File: src/rtl/wb_mux_pkg.sv
// Shared types and constants for the writeback-source selector.
package wb_mux_pkg;

  // Output buffer occupancy
  typedef enum logic [1:0] {
    EMPTY = 2'd0,
    ONE   = 2'd1,
    TWO   = 2'd2
  } occ_state_e;

  // Default writeback source indices
  localparam int SRC_DM  = 0;
  localparam int SRC_ALU = 1;
  localparam int SRC_SUM = 2;

endpackage

File: src/rtl/wb_mux_sel.sv
// Combinational N-way selector; out-of-range selects give zero and raise illegal.
module wb_mux_sel
  import wb_mux_pkg::*;
#(
  parameter int WIDTH   = 32,
  parameter int NUM_SRC = 3,
  parameter int SEL_W   = 2
) (
  input  logic [NUM_SRC*WIDTH-1:0] src_data,
  input  logic [SEL_W-1:0]         src_sel,
  output logic [WIDTH-1:0]         sel_data,
  output logic                     illegal
);

  // Compare against every valid index so anything unmatched stays zero/illegal
  always_comb begin
    sel_data = '0;
    illegal  = 1'b1;
    for (int i = 0; i < NUM_SRC; i++) begin
      if (src_sel == SEL_W'(i)) begin
        sel_data = src_data[i*WIDTH +: WIDTH];
        illegal  = 1'b0;
      end
    end
  end

endmodule

File: src/rtl/wb_mux_pipe.sv
// Writeback-source selector feeding a 2-entry skid buffer with valid/ready flow
// control, plus sticky/counting detection of illegal selects.
//
// state | meaning
// EMPTY | nothing buffered; out_valid=0, in_ready=1
// ONE   | main register holds the output word; in_ready=1
// TWO   | main and skid both full; in_ready=0
module wb_mux_pipe
  import wb_mux_pkg::*;
#(
  parameter int WIDTH   = 32,
  parameter int NUM_SRC = 3,
  parameter int SEL_W   = 2,
  parameter int CNT_W   = 8
) (
  input  logic                     clk,
  input  logic                     rst_n,
  input  logic [NUM_SRC*WIDTH-1:0] src_data,
  input  logic [SEL_W-1:0]         src_sel,
  input  logic                     in_valid,
  output logic                     in_ready,
  output logic [WIDTH-1:0]         out_data,
  output logic                     out_valid,
  input  logic                     out_ready,
  output logic                     err_sel,
  output logic [CNT_W-1:0]         ill_cnt,
  input  logic                     err_clr
);

  occ_state_e       state_q, state_d;
  logic [WIDTH-1:0] main_q, main_d;
  logic [WIDTH-1:0] skid_q, skid_d;
  logic             err_q, err_d;
  logic [CNT_W-1:0] cnt_q, cnt_d;

  logic [WIDTH-1:0] sel_data;
  logic             illegal;
  logic             push, pop;

  wb_mux_sel #(
    .WIDTH   (WIDTH),
    .NUM_SRC (NUM_SRC),
    .SEL_W   (SEL_W)
  ) u_sel (
    .src_data (src_data),
    .src_sel  (src_sel),
    .sel_data (sel_data),
    .illegal  (illegal)
  );

  // Handshake flags are decoded from registered state only, so reset drops them at once
  assign in_ready  = (state_q != TWO);
  assign out_valid = (state_q != EMPTY);
  assign out_data  = main_q;
  assign err_sel   = err_q;
  assign ill_cnt   = cnt_q;
  assign push      = in_valid & in_ready;
  assign pop       = out_valid & out_ready;

  // Occupancy next-state and data movement between main and skid registers
  always_comb begin
    state_d = state_q;
    main_d  = main_q;
    skid_d  = skid_q;
    unique case (state_q)
      EMPTY: begin
        if (push) begin
          state_d = ONE;
          main_d  = sel_data;
        end
      end
      ONE: begin
        if (push && !pop) begin
          state_d = TWO;
          skid_d  = sel_data;
        end else if (!push && pop) begin
          state_d = EMPTY;
        end else if (push && pop) begin
          main_d  = sel_data;
        end
      end
      TWO: begin
        if (pop) begin
          state_d = ONE;
          main_d  = skid_q;
        end
      end
      default: state_d = EMPTY;
    endcase
  end

  // Error tracking; an illegal push in the same cycle as err_clr takes priority
  always_comb begin
    err_d = err_q;
    cnt_d = cnt_q;
    if (err_clr) begin
      err_d = 1'b0;
      cnt_d = '0;
    end
    if (push && illegal) begin
      err_d = 1'b1;
      if (err_clr) begin
        cnt_d = CNT_W'(1);
      end else if (cnt_q != '1) begin
        cnt_d = cnt_q + CNT_W'(1);
      end
    end
  end

  // State, data and error registers
  always_ff @(posedge clk or negedge rst_n) begin
    if (!rst_n) begin
      state_q <= EMPTY;
      main_q  <= '0;
      skid_q  <= '0;
      err_q   <= 1'b0;
      cnt_q   <= '0;
    end else begin
      state_q <= state_d;
      main_q  <= main_d;
      skid_q  <= skid_d;
      err_q   <= err_d;
      cnt_q   <= cnt_d;
    end
  end

endmodule

File: config.mk
export PLATFORM = sky130hd
export DESIGN_NAME = wb_mux_pipe
export DESIGN_NICKNAME = d
export VERILOG_FILES = /design/src/rtl/wb_mux_pkg.sv /design/src/rtl/wb_mux_sel.sv /design/src/rtl/wb_mux_pipe.sv
export SDC_FILE = /design/constraint.sdc
export NUM_CORES = 1
export LEC_CHECK = 0
export ABC_AREA = 1
export ABC_CLOCK_PERIOD_IN_PS = 3800
export CAP_MARGIN = 30
export CORE_ASPECT_RATIO = 0.5
export CORE_MARGIN = 3
export CORE_UTILIZATION = 45
export CTS_BUF_LIST = sky130_fd_sc_hd__clkbuf_4 sky130_fd_sc_hd__clkbuf_8 sky130_fd_sc_hd__clkbuf_16
export CTS_CLUSTER_SIZE = 12
export DETAILED_ROUTE_END_ITERATION = 7
export PLACE_DENSITY = 0.79
export SYNTH_ARGS = -nofsm -noshare
export SYNTH_HDL_FRONTEND = slang
export SYNTH_HIERARCHICAL = 1
export SYNTH_SLANG_ARGS = --single-unit
File: constraint.sdc
create_clock -name clk -period 3.8 [get_ports clk]
set_clock_uncertainty 0.1 [all_clocks]
set_input_delay 0.76 -clock clk [delete_from_list [all_inputs] [get_ports clk]]
set_output_delay 0.76 -clock clk [all_outputs]
set_load 0.02 [all_outputs]
# == Word-level counts from Yosys, hierarchy flattened ==
# Cells that the tools add are included.
# classes
div,0
n_shift,0
n_bitwise,2
n_eq_ne,12
n_reduce_logical,14
n_lt_le_gt_ge,0
n_mux,23
n_addsub,1
multipliers,0
# op_table
cell,count
2-to-1 mux 32 bit,8
one-hot mux 32 bit (3 select lines),1
2-to-1 mux 8 bit,4
"!= test 2 bit, second input constant",6
"adder 8 x 1 -> 8 bit, second input constant",1
2-to-1 mux 2 bit,4
"!= test 8 bit, second input constant",1
one-hot mux 2 bit (3 select lines),1
AND reduction 6 bit,1
2-to-1 mux 1 bit,5
"equality test 2 x 1 -> 1 bit, second input constant",2
"equality test 2 bit, second input constant",2
logical AND 1 bit,4
zero test 2 bit,2
nonzero test 2 bit,2
"!= test 3 bit, second input constant",1
AND reduction 3 bit,1
nonzero test 3 bit,1
AND 1 bit,2
zero test 1 bit,2
AND reduction 2 bit,1
# word_totals
wordCells,57
latchBits,0
inputBits,103
ram_bits,0
n_memories,0
register_bits,75
mem_bits_ro,0
output_inout_bits,43

# == Longest topological paths before layout ==
# depth
ltp_word,8
depth_mapped,10
ltp_nobuf,9

# == By module ==
# Netlist, hierarchy kept.
# modules_own_cells
mod,area_per_inst_um2,seq_area_each_um2,cells_each,instances
wb_mux_pipe,3470.8,1876.8,412,1
wb_mux_sel,789.5,0.0,150,1

# == Worst setup path before layout ==
# Ideal clock, no wire load.
# synth_timing
path_type,input -> register
startpoint,input src_sel[0]
endpoint,register cnt_q[5] (netlist: ill_cnt[5])
required_ns,3.583
setup_time_ns,0.117
path_buffers,2
path_slack_ns,1.935
path_stages,9
arrival_ns,1.648
cell_sequence,buf_6 buf_2 nand2_1 inv_1 nand2_1 nor2_1 nand3_1 nor2_1 nor2_1
# synth_via
elab_chain_cells,6
elab_cells_between_ends,8
cone_classes,eq/ne (2); mux (4); reduce/logical (2)
# synth_rtl
item,line,rtl
"start, declared",wb_mux_pipe.sv:19,"input logic [SEL_W-1:0] src_sel,"
zero test 2 bit,wb_mux_sel.sv:20,if (src_sel == SEL_W'(i)) begin
2-to-1 mux 1 bit (2 in a row),wb_mux_sel.sv:20,
2-to-1 mux 1 bit (*),wb_mux_sel.sv:20,
net illegal,wb_mux_pipe.sv:37,logic illegal;
logical AND 1 bit (*),wb_mux_pipe.sv:100,if (push && illegal) begin
2-to-1 mux 8 bit (*),wb_mux_pipe.sv:100,
net cnt_d[5],wb_mux_pipe.sv:34,"logic [CNT_W-1:0] cnt_q, cnt_d;"
"end signal, assigned",wb_mux_pipe.sv:123,cnt_q <= cnt_d;
"end, declared",wb_mux_pipe.sv:34,
# The timed path passes the listed nets; every way through them passes the cells marked *.
# A chain may end at the register's enable or synchronous reset.

# == Worst setup path in the final report ==
# layout_timing
startpoint,input src_sel[0]
endpoint,register main_q[25] (netlist: out_data[25])
# layout_via
elab_chain_cells,8
elab_cells_between_ends,11
cone_classes,eq/ne (2); mux (8); reduce/logical (1)
# layout_rtl
item,line,rtl
zero test 2 bit,wb_mux_sel.sv:20,
2-to-1 mux 32 bit (2 in a row),wb_mux_sel.sv:20,
2-to-1 mux 32 bit (*),wb_mux_sel.sv:20,
net sel_data[25],wb_mux_pipe.sv:36,logic [WIDTH-1:0] sel_data;
2-to-1 mux 32 bit,wb_mux_pipe.sv:78,end else if (push && pop) begin
2-to-1 mux 32 bit,wb_mux_pipe.sv:76,end else if (!push && pop) begin
2-to-1 mux 32 bit,wb_mux_pipe.sv:73,if (push && !pop) begin
one-hot mux 32 bit (3 select lines) (*),wb_mux_pipe.sv:65,unique case (state_q)
"end signal, assigned",wb_mux_pipe.sv:120,main_q <= main_d;
"end, declared",wb_mux_pipe.sv:31,"logic [WIDTH-1:0] main_q, main_d;"
# The timed path passes the listed nets; every way through them passes the cells marked *. The select of a mux whose other input is x is not followed.

==> out/metrics.yaml <==
cts_root_buf: "clkbuf_16"
start_util_pct: 47.6
core-area_um2: 8950
grt_pass1_wl_um: 18600
cpPeakStageDelay_ns: 0.95
seqPwrFrac_pct: 39.1
numCtsBuffers: 9
synth_most_common_cell: "nand2_1"
drc: 0
clk_pin_slew_worst_paths_ns: 0.06
drive_gt1_share_pct: 8.08
via_per_inst: 5.16
wl_per_cell_um: 14.3
post-route-cell-area_um2: 5930
synth_ff_type: "dfrtp_1"
cp_max_fo: 32
ys_top_cells_by_area: "dfrtp_1 (44%), nand3_1 (12%), nand2_1 (12%)"
period_minus_slack_ns: 2.76
first_pass_iters: 4
placed_cell_area_um2: 5620
grtUsageTotal_pct: 22.1
overflow: 0
hold_violations: 0
yosys-top-cells-count: "nand2_1 (141), nand3_1 (106), dfrtp_1 (75), inv_1 (46), nor2_1 (45)"
die_area_um2: 10700
critical_path.startpoint: "src_sel[0]"
max_slew_margin_pct: 50.1
port_buffers: 145
cp-end-kind: "register"
hpwl_um: 8000
swShare_pct: 32.8
globalplace.congestion: 0.810
syn_avg_cell_area_um2: 7.58
crit_buf_inv: 2
yosysTopAreaCell: "dfrtp_1"
synth.distinct_cells: 21
required_ns: 3.91
fin_crit_sh_pct: 72.7
clock_power_share_pct: 27.4
antenna_found_initial: 0
max_freq_mhz: 362
slew_viol_final: 0
clockBufferDepth: 2
setup_viol: 0
arrival_ns: 2.87
tightest_slew_ns: 0.746
antennaDiodeCount: 0
r2r-start: "state_q[0]"
critPathLaunchType: "primary input"
fill_cells: 766
synth_nets: 666
clock_latency_ns: 0.33
finalSetupTns_ns: 0
cts_tree: "yes"
grt_start_max_net_pins: 76
pwr-share-comb_pct: 33.4
outcome: "complete, no violations"
die_h_um: 74.8
ys_ff_latch: 75
p_int_uw: 1930
synthArstFlopShare_pct: 100
rows: 24
cts_resized: 0
power.switching_uw: 941
hp-class: "primary input to asynchronous set/reset pin"
grt_pass1_vias: 3919
ys_seq_area_share_pct: 44.1
num-nets-final: 792
io_pins: 146
yosys_warnings: 6
final_core_util_pct: 66.2
cap_viol_max_count: 0
via_count: 4182
clock-sinks: 75
hold_buffers: 0
htree_num_levels: 3
drtIter0Drc: 225
rsz0062_at_grt: "false"
p_per_area_nw_per_um2: 485
area_growth_syn_to_layout_pct: 39.1
synth_edf_count: 0
worstPathCellList: "clkdlybuf4s50_1, inv_2, nand3_1, nand3_1, o21ai_0, o21ai_2"
critPathKind: "primary input to register"
yosys.area.top_type_share_pct: 44.1
post_cts_buffers: 0
cp_top_family: "buffers and inverters"
p_leak_uw: 0.00270
crit_top_cell: "nand3_1"
ir_worst_vdd_v: 0.000288
routed_wl_um: 11600
drtAntennaViolNets: 0
slowest_stage: "clkdlybuf4s50_1"
pre_cts_ws_ns: 0.713
p_total_uw: 2870
syn_area_um2: 4260
die_w_um: 144
worst_slack_ns: 1.04
synthCells: 562
==> sequential cells by signal (all words and copies together) (netlist names) <==
| register | count |
|---|---|
| state_q | 2 |
| ill_cnt | 8 |
| err_sel | 1 |
| out_data | 32 |
| skid_q | 32 |
==> power groups by stage <==
stage	registers [uW]	clock network, uW	logic, uW
2_1_floorplan	1240	0	440
6_report	1120	788	960
3_5_place_dp	1140	0	962
4_1_cts	1130	811	968
5_1_grt	1150	848	1060
3_3_place_gp	1130	0	937
==> cell type report <==
type	instances	area, um2	area share, %
clock buffer	11	253	4.26
clock inverter	5	27.5	0.464
inverter	50	188	3.17
multi-input combinational	400	1910	32.3
sequential	75	1880	31.7
tap	117	146	2.47
timing repair buffer	152	1520	25.7
==> worst paths after layout <==
check	cells after the start	slack, ns	endpoint
hold / removal	1	0.13	ill_cnt[5]
min in group clk	2	0.38	out_data[8]
hold reg to reg	2	0.38	out_data[8]
max in group asynchronous	2	2.93	skid_q[14]
setup reg to reg	7	1.56	out_data[2]
setup / recovery	6	1.04	out_data[25]
==> metal layers <==
metal,wire length [um],track usage [%],vias up
li1,-,-,2083
met1,4880,27.6,1977
met2,5890,38.3,110
met3,665,6.54,12
met4,129,5.53,0
met5,0,0,-
==> per-stage QoR <==
| step | cells | hold slack [ns] |
|---|---|---|
| floorplan | 562 | 0.348 |
| global placement | 793 | 0.362 |
| detailed placement | 793 | 0.369 |
| CTS | 809 | 0.383 |
| global route | 810 | 0.114 |
| finish | 810 | 0.126 |
==> cell usage in the layout, fill, tap and decap left out, types with 4 or more instances in the layout <==
cell / netlist / routed
clkdlybuf4s50_1: 0 / 144
nand2_1: 141 / 141
nand3_1: 106 / 105
dfrtp_1: 75 / 75
inv_1: 46 / 46
nor2_1: 45 / 45
o21ai_0: 35 / 35
a21oi_1: 32 / 32
o21ai_2: 23 / 23
o21ai_1: 10 / 10
clkbuf_16: 0 / 9
buf_4: 0 / 7
inv_2: 4 / 4
clkinv_2: 0 / 4
==> kinds of logic after synthesis <==
| group | synth area share (%) |
|---|---|
| flops | 44.1 |
| xor+xnor | 0.206 |
| simple gates | 30.2 |
| compound gates | 14.1 |
| fa+ha+maj | 0.294 |
| buf+inv | 11.1 |
No activity file was read; power rests on OpenSTA's default activity.
